## src/rtl/lc3_pkg.sv

```systemverilog
// Shared LC3 decode definitions: opcode enum, control-word encodings and the
// E_Control field layout used by Decode, Execute and Writeback.
package lc3_pkg;

    typedef enum logic [3:0] {
        OP_BR   = 4'b0000,
        OP_ADD  = 4'b0001,
        OP_LD   = 4'b0010,
        OP_ST   = 4'b0011,
        OP_JSR  = 4'b0100,
        OP_AND  = 4'b0101,
        OP_LDR  = 4'b0110,
        OP_STR  = 4'b0111,
        OP_RTI  = 4'b1000,
        OP_NOT  = 4'b1001,
        OP_LDI  = 4'b1010,
        OP_STI  = 4'b1011,
        OP_JMP  = 4'b1100,
        OP_RES  = 4'b1101,
        OP_LEA  = 4'b1110,
        OP_TRAP = 4'b1111
    } opcode_t;

    // alu_control encodings
    localparam logic [1:0] ALU_ADD = 2'b00;
    localparam logic [1:0] ALU_AND = 2'b01;
    localparam logic [1:0] ALU_NOT = 2'b10;

    // pcselect1 (address offset source) encodings
    localparam logic [1:0] PCSEL1_NONE = 2'b00;
    localparam logic [1:0] PCSEL1_OFF9 = 2'b01;
    localparam logic [1:0] PCSEL1_OFF6 = 2'b10;
    localparam logic [1:0] PCSEL1_ZERO = 2'b11;

    // W_Control (writeback source) encodings
    localparam logic [1:0] WCTL_ALU   = 2'b00;
    localparam logic [1:0] WCTL_PCREL = 2'b01;
    localparam logic [1:0] WCTL_MEM   = 2'b10;

    // E_Control field positions
    localparam int E_W          = 6;
    localparam int E_ALU_MSB    = 5;
    localparam int E_ALU_LSB    = 4;
    localparam int E_PCSEL1_MSB = 3;
    localparam int E_PCSEL1_LSB = 2;
    localparam int E_PCSEL2     = 1;
    localparam int E_OP2SEL     = 0;

    // Assemble an E_Control word from its fields
    function automatic logic [E_W-1:0] packEControl(
        input logic [1:0] aluControl,
        input logic [1:0] pcSelect1,
        input logic       pcSelect2,
        input logic       op2Select
    );
        logic [E_W-1:0] word;
        word                           = '0;
        word[E_ALU_MSB:E_ALU_LSB]       = aluControl;
        word[E_PCSEL1_MSB:E_PCSEL1_LSB] = pcSelect1;
        word[E_PCSEL2]                  = pcSelect2;
        word[E_OP2SEL]                  = op2Select;
        return word;
    endfunction

endpackage

```

## src/rtl/lc3_decode_if.sv

```systemverilog
// Decode-stage bus: capture strobe, instruction/npc from Fetch, and the
// registered instruction plus control words presented to later stages.
interface lc3_decode_if #(parameter int DATA_W = 16) ();
    logic              enable_decode;
    logic [DATA_W-1:0] Instr_dout;
    logic [DATA_W-1:0] npc_in;
    logic [DATA_W-1:0] IR;
    logic [DATA_W-1:0] npc_out;
    logic [5:0]        E_Control;
    logic [1:0]        W_Control;
    logic              Mem_Control;
    logic              decode_valid;
    logic              illegal_instr;

    // Controller / Fetch side
    modport master (
        output enable_decode, Instr_dout, npc_in,
        input  IR, npc_out, E_Control, W_Control, Mem_Control,
               decode_valid, illegal_instr
    );

    // Decode stage side
    modport slave (
        input  enable_decode, Instr_dout, npc_in,
        output IR, npc_out, E_Control, W_Control, Mem_Control,
               decode_valid, illegal_instr
    );
endinterface

```

## src/rtl/lc3_ctrl_lut.sv

```systemverilog
// Combinational control lookup: opcode plus IR[5] to execute, writeback and
// memory control words, and an illegal flag for unimplemented opcodes.
module lc3_ctrl_lut
    import lc3_pkg::*;
(
    input  logic [3:0]     opcode,
    input  logic           immMode,
    output logic [E_W-1:0] eControl,
    output logic [1:0]     wControl,
    output logic           memControl,
    output logic           illegal
);
    opcode_t op;
    assign op = opcode_t'(opcode);

    // Per-opcode control decode; unimplemented opcodes leave every control at 0
    always_comb begin
        eControl   = '0;
        wControl   = WCTL_ALU;
        memControl = 1'b0;
        illegal    = 1'b0;
        case (op)
            OP_ADD: eControl = packEControl(ALU_ADD, PCSEL1_NONE, 1'b0, ~immMode);
            OP_AND: eControl = packEControl(ALU_AND, PCSEL1_NONE, 1'b0, ~immMode);
            OP_NOT: eControl = packEControl(ALU_NOT, PCSEL1_NONE, 1'b0, 1'b1);
            OP_LD: begin
                eControl = packEControl(ALU_ADD, PCSEL1_OFF9, 1'b1, 1'b0);
                wControl = WCTL_MEM;
            end
            OP_LDR: begin
                eControl = packEControl(ALU_ADD, PCSEL1_OFF6, 1'b0, 1'b0);
                wControl = WCTL_MEM;
            end
            OP_LDI: begin
                eControl   = packEControl(ALU_ADD, PCSEL1_OFF9, 1'b1, 1'b0);
                wControl   = WCTL_MEM;
                memControl = 1'b1;
            end
            OP_LEA: begin
                eControl = packEControl(ALU_ADD, PCSEL1_OFF9, 1'b1, 1'b0);
                wControl = WCTL_PCREL;
            end
            OP_ST:  eControl = packEControl(ALU_ADD, PCSEL1_OFF9, 1'b1, 1'b0);
            OP_STR: eControl = packEControl(ALU_ADD, PCSEL1_OFF6, 1'b0, 1'b0);
            OP_STI: begin
                eControl   = packEControl(ALU_ADD, PCSEL1_OFF9, 1'b1, 1'b0);
                memControl = 1'b1;
            end
            OP_BR:  eControl = packEControl(ALU_ADD, PCSEL1_OFF9, 1'b1, 1'b0);
            OP_JMP: eControl = packEControl(ALU_ADD, PCSEL1_ZERO, 1'b0, 1'b0);
            default: illegal = 1'b1;
        endcase
    end
endmodule

```

## src/rtl/lc3_decode.sv

```systemverilog
// LC3 decode stage: captures the fetched instruction and npc on enable and
// registers the control words produced by lc3_ctrl_lut.
module lc3_decode
    import lc3_pkg::*;
#(
    parameter int DATA_W = 16
) (
    input  logic         clock,
    input  logic         reset,
    lc3_decode_if.slave  dif
);
    logic [E_W-1:0]    eControlLut;
    logic [1:0]        wControlLut;
    logic              memControlLut;
    logic              illegalLut;

    logic [DATA_W-1:0] ir_p1;
    logic [DATA_W-1:0] npc_p1;
    logic [E_W-1:0]    eControl_p1;
    logic [1:0]        wControl_p1;
    logic              memControl_p1;
    logic              vld_p1;
    logic              illegal_p1;

    lc3_ctrl_lut ctrlLut (
        .opcode     (dif.Instr_dout[DATA_W-1 -: 4]),
        .immMode    (dif.Instr_dout[5]),
        .eControl   (eControlLut),
        .wControl   (wControlLut),
        .memControl (memControlLut),
        .illegal    (illegalLut)
    );

    // Capture stage: data and controls hold when not enabled, valid/illegal pulse per capture
    always_ff @(posedge clock or posedge reset) begin
        if (reset) begin
            ir_p1         <= '0;
            npc_p1        <= '0;
            eControl_p1   <= '0;
            wControl_p1   <= '0;
            memControl_p1 <= 1'b0;
            vld_p1        <= 1'b0;
            illegal_p1    <= 1'b0;
        end else begin
            vld_p1     <= dif.enable_decode;
            illegal_p1 <= dif.enable_decode & illegalLut;
            if (dif.enable_decode) begin
                ir_p1         <= dif.Instr_dout;
                npc_p1        <= dif.npc_in;
                eControl_p1   <= eControlLut;
                wControl_p1   <= wControlLut;
                memControl_p1 <= memControlLut;
            end
        end
    end

    assign dif.IR            = ir_p1;
    assign dif.npc_out       = npc_p1;
    assign dif.E_Control     = eControl_p1;
    assign dif.W_Control     = wControl_p1;
    assign dif.Mem_Control   = memControl_p1;
    assign dif.decode_valid  = vld_p1;
    assign dif.illegal_instr = illegal_p1;
endmodule

```

## src/flat_wrapper.sv

```systemverilog
// flat-port wrapper written by rule: the top's interface ports become plain ports
module lc3_decode_flat import lc3_pkg::*;
#(
    parameter int DATA_W = 16
)
  (clock, reset, dif_enable_decode, dif_Instr_dout, dif_npc_in, dif_IR, dif_npc_out, dif_E_Control, dif_W_Control, dif_Mem_Control, dif_decode_valid, dif_illegal_instr);
  lc3_decode_if #(.DATA_W(DATA_W)) dif_i ();
  input  logic clock;
  input  logic reset;
  input wire logic [$bits(dif_i.enable_decode)-1:0] dif_enable_decode;
  input wire logic [$bits(dif_i.Instr_dout)-1:0] dif_Instr_dout;
  input wire logic [$bits(dif_i.npc_in)-1:0] dif_npc_in;
  output wire logic [$bits(dif_i.IR)-1:0] dif_IR;
  output wire logic [$bits(dif_i.npc_out)-1:0] dif_npc_out;
  output wire logic [$bits(dif_i.E_Control)-1:0] dif_E_Control;
  output wire logic [$bits(dif_i.W_Control)-1:0] dif_W_Control;
  output wire logic [$bits(dif_i.Mem_Control)-1:0] dif_Mem_Control;
  output wire logic [$bits(dif_i.decode_valid)-1:0] dif_decode_valid;
  output wire logic [$bits(dif_i.illegal_instr)-1:0] dif_illegal_instr;
  assign dif_i.enable_decode = dif_enable_decode;
  assign dif_i.Instr_dout = dif_Instr_dout;
  assign dif_i.npc_in = dif_npc_in;
  assign dif_IR = dif_i.IR;
  assign dif_npc_out = dif_i.npc_out;
  assign dif_E_Control = dif_i.E_Control;
  assign dif_W_Control = dif_i.W_Control;
  assign dif_Mem_Control = dif_i.Mem_Control;
  assign dif_decode_valid = dif_i.decode_valid;
  assign dif_illegal_instr = dif_i.illegal_instr;
  lc3_decode #(.DATA_W(DATA_W)) u_core (.clock(clock), .reset(reset), .dif(dif_i));
endmodule
```

## config.mk

```make
export PLATFORM = sky130hd
export DESIGN_NAME = lc3_decode_flat
export DESIGN_NICKNAME = d
export VERILOG_FILES = /design/src/rtl/lc3_pkg.sv /design/src/rtl/lc3_decode_if.sv /design/src/rtl/lc3_ctrl_lut.sv /design/src/rtl/lc3_decode.sv /design/src/flat_wrapper.sv
export SDC_FILE = /design/constraint.sdc
export NUM_CORES = 1
export LEC_CHECK = 0
export ABC_AREA = 1
export BUFFER_PORTS_ARGS = -buffer_cell sky130_fd_sc_hd__buf_2
export CAP_MARGIN = 5
export CORE_ASPECT_RATIO = 0.9
export CORE_UTILIZATION = 46
export DETAILED_ROUTE_END_ITERATION = 8
export PLACE_DENSITY = 0.88
export REMOVE_ABC_BUFFERS = 1
export SYNTH_ARGS = -nofsm -noshare
export SYNTH_HDL_FRONTEND = slang
export SYNTH_SLANG_ARGS = --single-unit
export TNS_END_PERCENT = 30
```

## constraint.sdc

```tcl
create_clock -name clock -period 1.6 [get_ports clock]
set_clock_uncertainty 0.2 [all_clocks]
set_input_delay 0.24 -clock clock [delete_from_list [all_inputs] [get_ports clock]]
set_output_delay 0.24 -clock clock [all_outputs]
set_load 0.03 [all_outputs]
```

==> impl_metrics.tcl <==
set metrics [dict create \
    die_y_um 60.0 \
    cts.clk_slew.worst_paths_ns 0.07 \
    nets 336 \
    rsz0062_at_grt "false" \
    postLayoutSetupSlackWorst_ns 0.292 \
    first_iter_violations 133 \
    min_path_type "input pin to flip-flop" \
    ys_warn_count 0 \
    p_per_area_nw_per_um2 966 \
    grt_usage_pct 25.3 \
    slowest_delay_ns 0.40 \
    io_pins 78 \
    coreArea_sq_um 3480 \
    ys_ff_latch 43 \
    yosysUniqueCellTypes 17 \
    ir_drop_mv 0.611 \
    hold_viol_final 0 \
    clk_latency_ns 0.29 \
    grt_pass1_wl_um 7110 \
    antenna_found_initial 0 \
    die_w_um 66.5 \
    drcViolationCount 0 \
    worst-slew-pin-transition_ns 0.253 \
    drt_wl_total_um 4320 \
    path_buf_inv 1 \
    cts_tree "built" \
    vias 1638 \
    crit_arrival_ns 0.87 \
    die-area_sq_um 3990 \
    crit_family "flip-flops" \
    status "finished clean" \
    yosysTopAreaCell "dfrtp_1" \
    setup_violations 0 \
    reg2reg_depth 2 \
    cp-start-kind "flip-flop" \
    hpwl_um 2730 \
    setup_tns_ns 0 \
    drv_cap 0 \
    start_util_pct 49.5 \
    postRouteAntennaNets 0 \
    path_max_fanout 2 \
    ys_seq_area_share_pct 62.5 \
    grt_pass1_vias 1611 \
    cp-end-kind "output port" \
    wl_per_cell_um 12.5 \
    syn_inst 193 \
    yosysTopAreaCellShare_pct 62.5 \
    hold-worst-slack_ns 0.0218 \
    layout-drive-gt1-share_pct 30.8 \
    netlist_area_sq_um 1720 \
    nFillCells 266 \
    cts_max_level 2 \
    vias_per_cell 4.73 \
    timing.critical_path.cells "buf_2" \
    syn2layout_area_growth_pct 45.5 \
    p_leak_nw 1.43 \
    gp_congestion 0.884 \
    numCtsBuffers 5 \
    required_ns 1.16 \
    crit_cells 1 \
    slowest_stage "dfrtp_1" \
    clock_path_buffers 2 \
    num_antenna_cells 0 \
    clock_tree.root_cell "clkbuf_8" \
    final_common_cell "nand2_1" \
    hold_depth 3 \
    worstSetupPathType "flip-flop to output port" \
    grt_remaining_overflow 0 \
    dpl_worst_slack_ns 0.256 \
    fmax_ghz 0.765 \
    grt_max_degree 44 \
    timing_max_transition_violations_final 0 \
    final_cell_mix "114 x nand2_1, 77 x buf_2, 43 x dfrtp_1" \
    yosys-top-cells-area "dfrtp_1 63%, nand2_1 25%, buf_6 2.6%" \
    fp-row-count 20 \
    synth_area_per_cell_sq_um 8.92 \
    cts_sinks 43 \
    firstDrtPassIters 7 \
    fin_crit_sh_pct 81.7 \
    period_needed_ns 1.31 \
    relSlewSlack_pct 83.0 \
    portBuffers 77 \
]
## what timing repair did
item / 4_1_cts / 5_1_grt
resized for setup: 0 / 0
hold endpoints to repair: 70 / 0
buffers inserted: 0 / 0
hold buffers: 28 / 0
## stage by stage
stage / area [sq um] / cells / utilization [%] / power, W
floorplan: 1640 / 184 / - / 0.00154
global placement: 2140 / 310 / 61.6 / 0.00173
detailed placement: 2140 / 310 / 61.6 / 0.00175
CTS: 2500 / 346 / 72.0 / 0.00244
global route: 2500 / 346 / 72.0 / 0.00256
finish: 2500 / 346 / 72.0 / 0.00242
## Yosys cell counts
| cell type | number |
|---|---|
| a21oi_1 | 2 |
| inv_2 | 2 |
| dfrtp_1 | 43 |
| a21oi_2 | 1 |
| clkbuf_8 | 1 |
| o21ai_1 | 2 |
| inv_1 | 5 |
| nand3_1 | 3 |
| nand2_2 | 1 |
| nor2_2 | 1 |
| o31ai_1 | 3 |
| buf_6 | 4 |
| o21ai_0 | 4 |
| buf_2 | 3 |
| nand2_1 | 114 |
| buf_4 | 1 |
| nor2_1 | 3 |
## path summary, 6_finish.rpt
path | endpoint | slack [ns] | from
setup / recovery | dif_npc_out[6] | 0.29 | u_core.dif.npc_out[6]
hold / removal | u_core.dif.IR[5] | 0.02 | dif_Instr_dout[5]
setup reg to reg | u_core.dif.Mem_Control | 0.73 | u_core.dif.Mem_Control
hold reg to reg | u_core.dif.npc_out[8] | 0.27 | u_core.dif.npc_out[8]
max in group asynchronous | u_core.dif.E_Control[3] | 0.68 | reset
min in group asynchronous | u_core.dif.IR[3] | 0.32 | reset
## kinds of logic (layout without fill, tap and decap cells)
| family | after synthesis | in the layout | share of synthesized area, % |
|---|---|---|---|
| AOI/OAI and AO/OA | 12 | 12 | 4.14 |
| buffers and inverters | 16 | 125 | 6.25 |
| DFF | 43 | 43 | 62.5 |
| and+or+nand+nor | 122 | 122 | 27.1 |
## final cells by class
class / count / area, sq um / area share, %
clock buffers: 7 / 76.3 / 3.05
clock inverters: 1 / 5.00 / 0.200
inverters: 7 / 26.3 / 1.05
multi-input cells: 134 / 538 / 21.5
flip-flops and latches: 43 / 1080 / 43.0
well taps: 44 / 55.1 / 2.20
repair buffers: 110 / 728 / 29.1
## routing by layer
layer / share of wire (%) / up-vias / GRT usage (%)
li1: - / 800 / -
met1: 41 / 751 / 29.2
met2: 51 / 76 / 44.0
met3: 5.7 / 11 / 7.06
met4: 2.3 / 0 / 11.6
met5: 0 / - / 0
## sequential cells by signal, indices dropped and copies added, names as in the netlist
name / count
u_core.dif.npc_out: 16
u_core.dif.Mem_Control: 1
u_core.dif.decode_valid: 1
u_core.dif.IR: 16
u_core.dif.E_Control: 6
u_core.dif.W_Control: 2
u_core.dif.illegal_instr: 1
## power by group
part	switching (W)	internal [W]
clock network	0.000333	0.000306
registers	0.0000474	0.00118
logic	0.000363	0.000195
total	0.000744	0.00168
## worst min-delay path, delay by kind of cell
family | cells | cell delay (ns)
AOI/OAI and AO/OA | 1 | 0.07
buffers and inverters | 2 | 0.16
No activity file was read; power rests on OpenSTA's default activity.
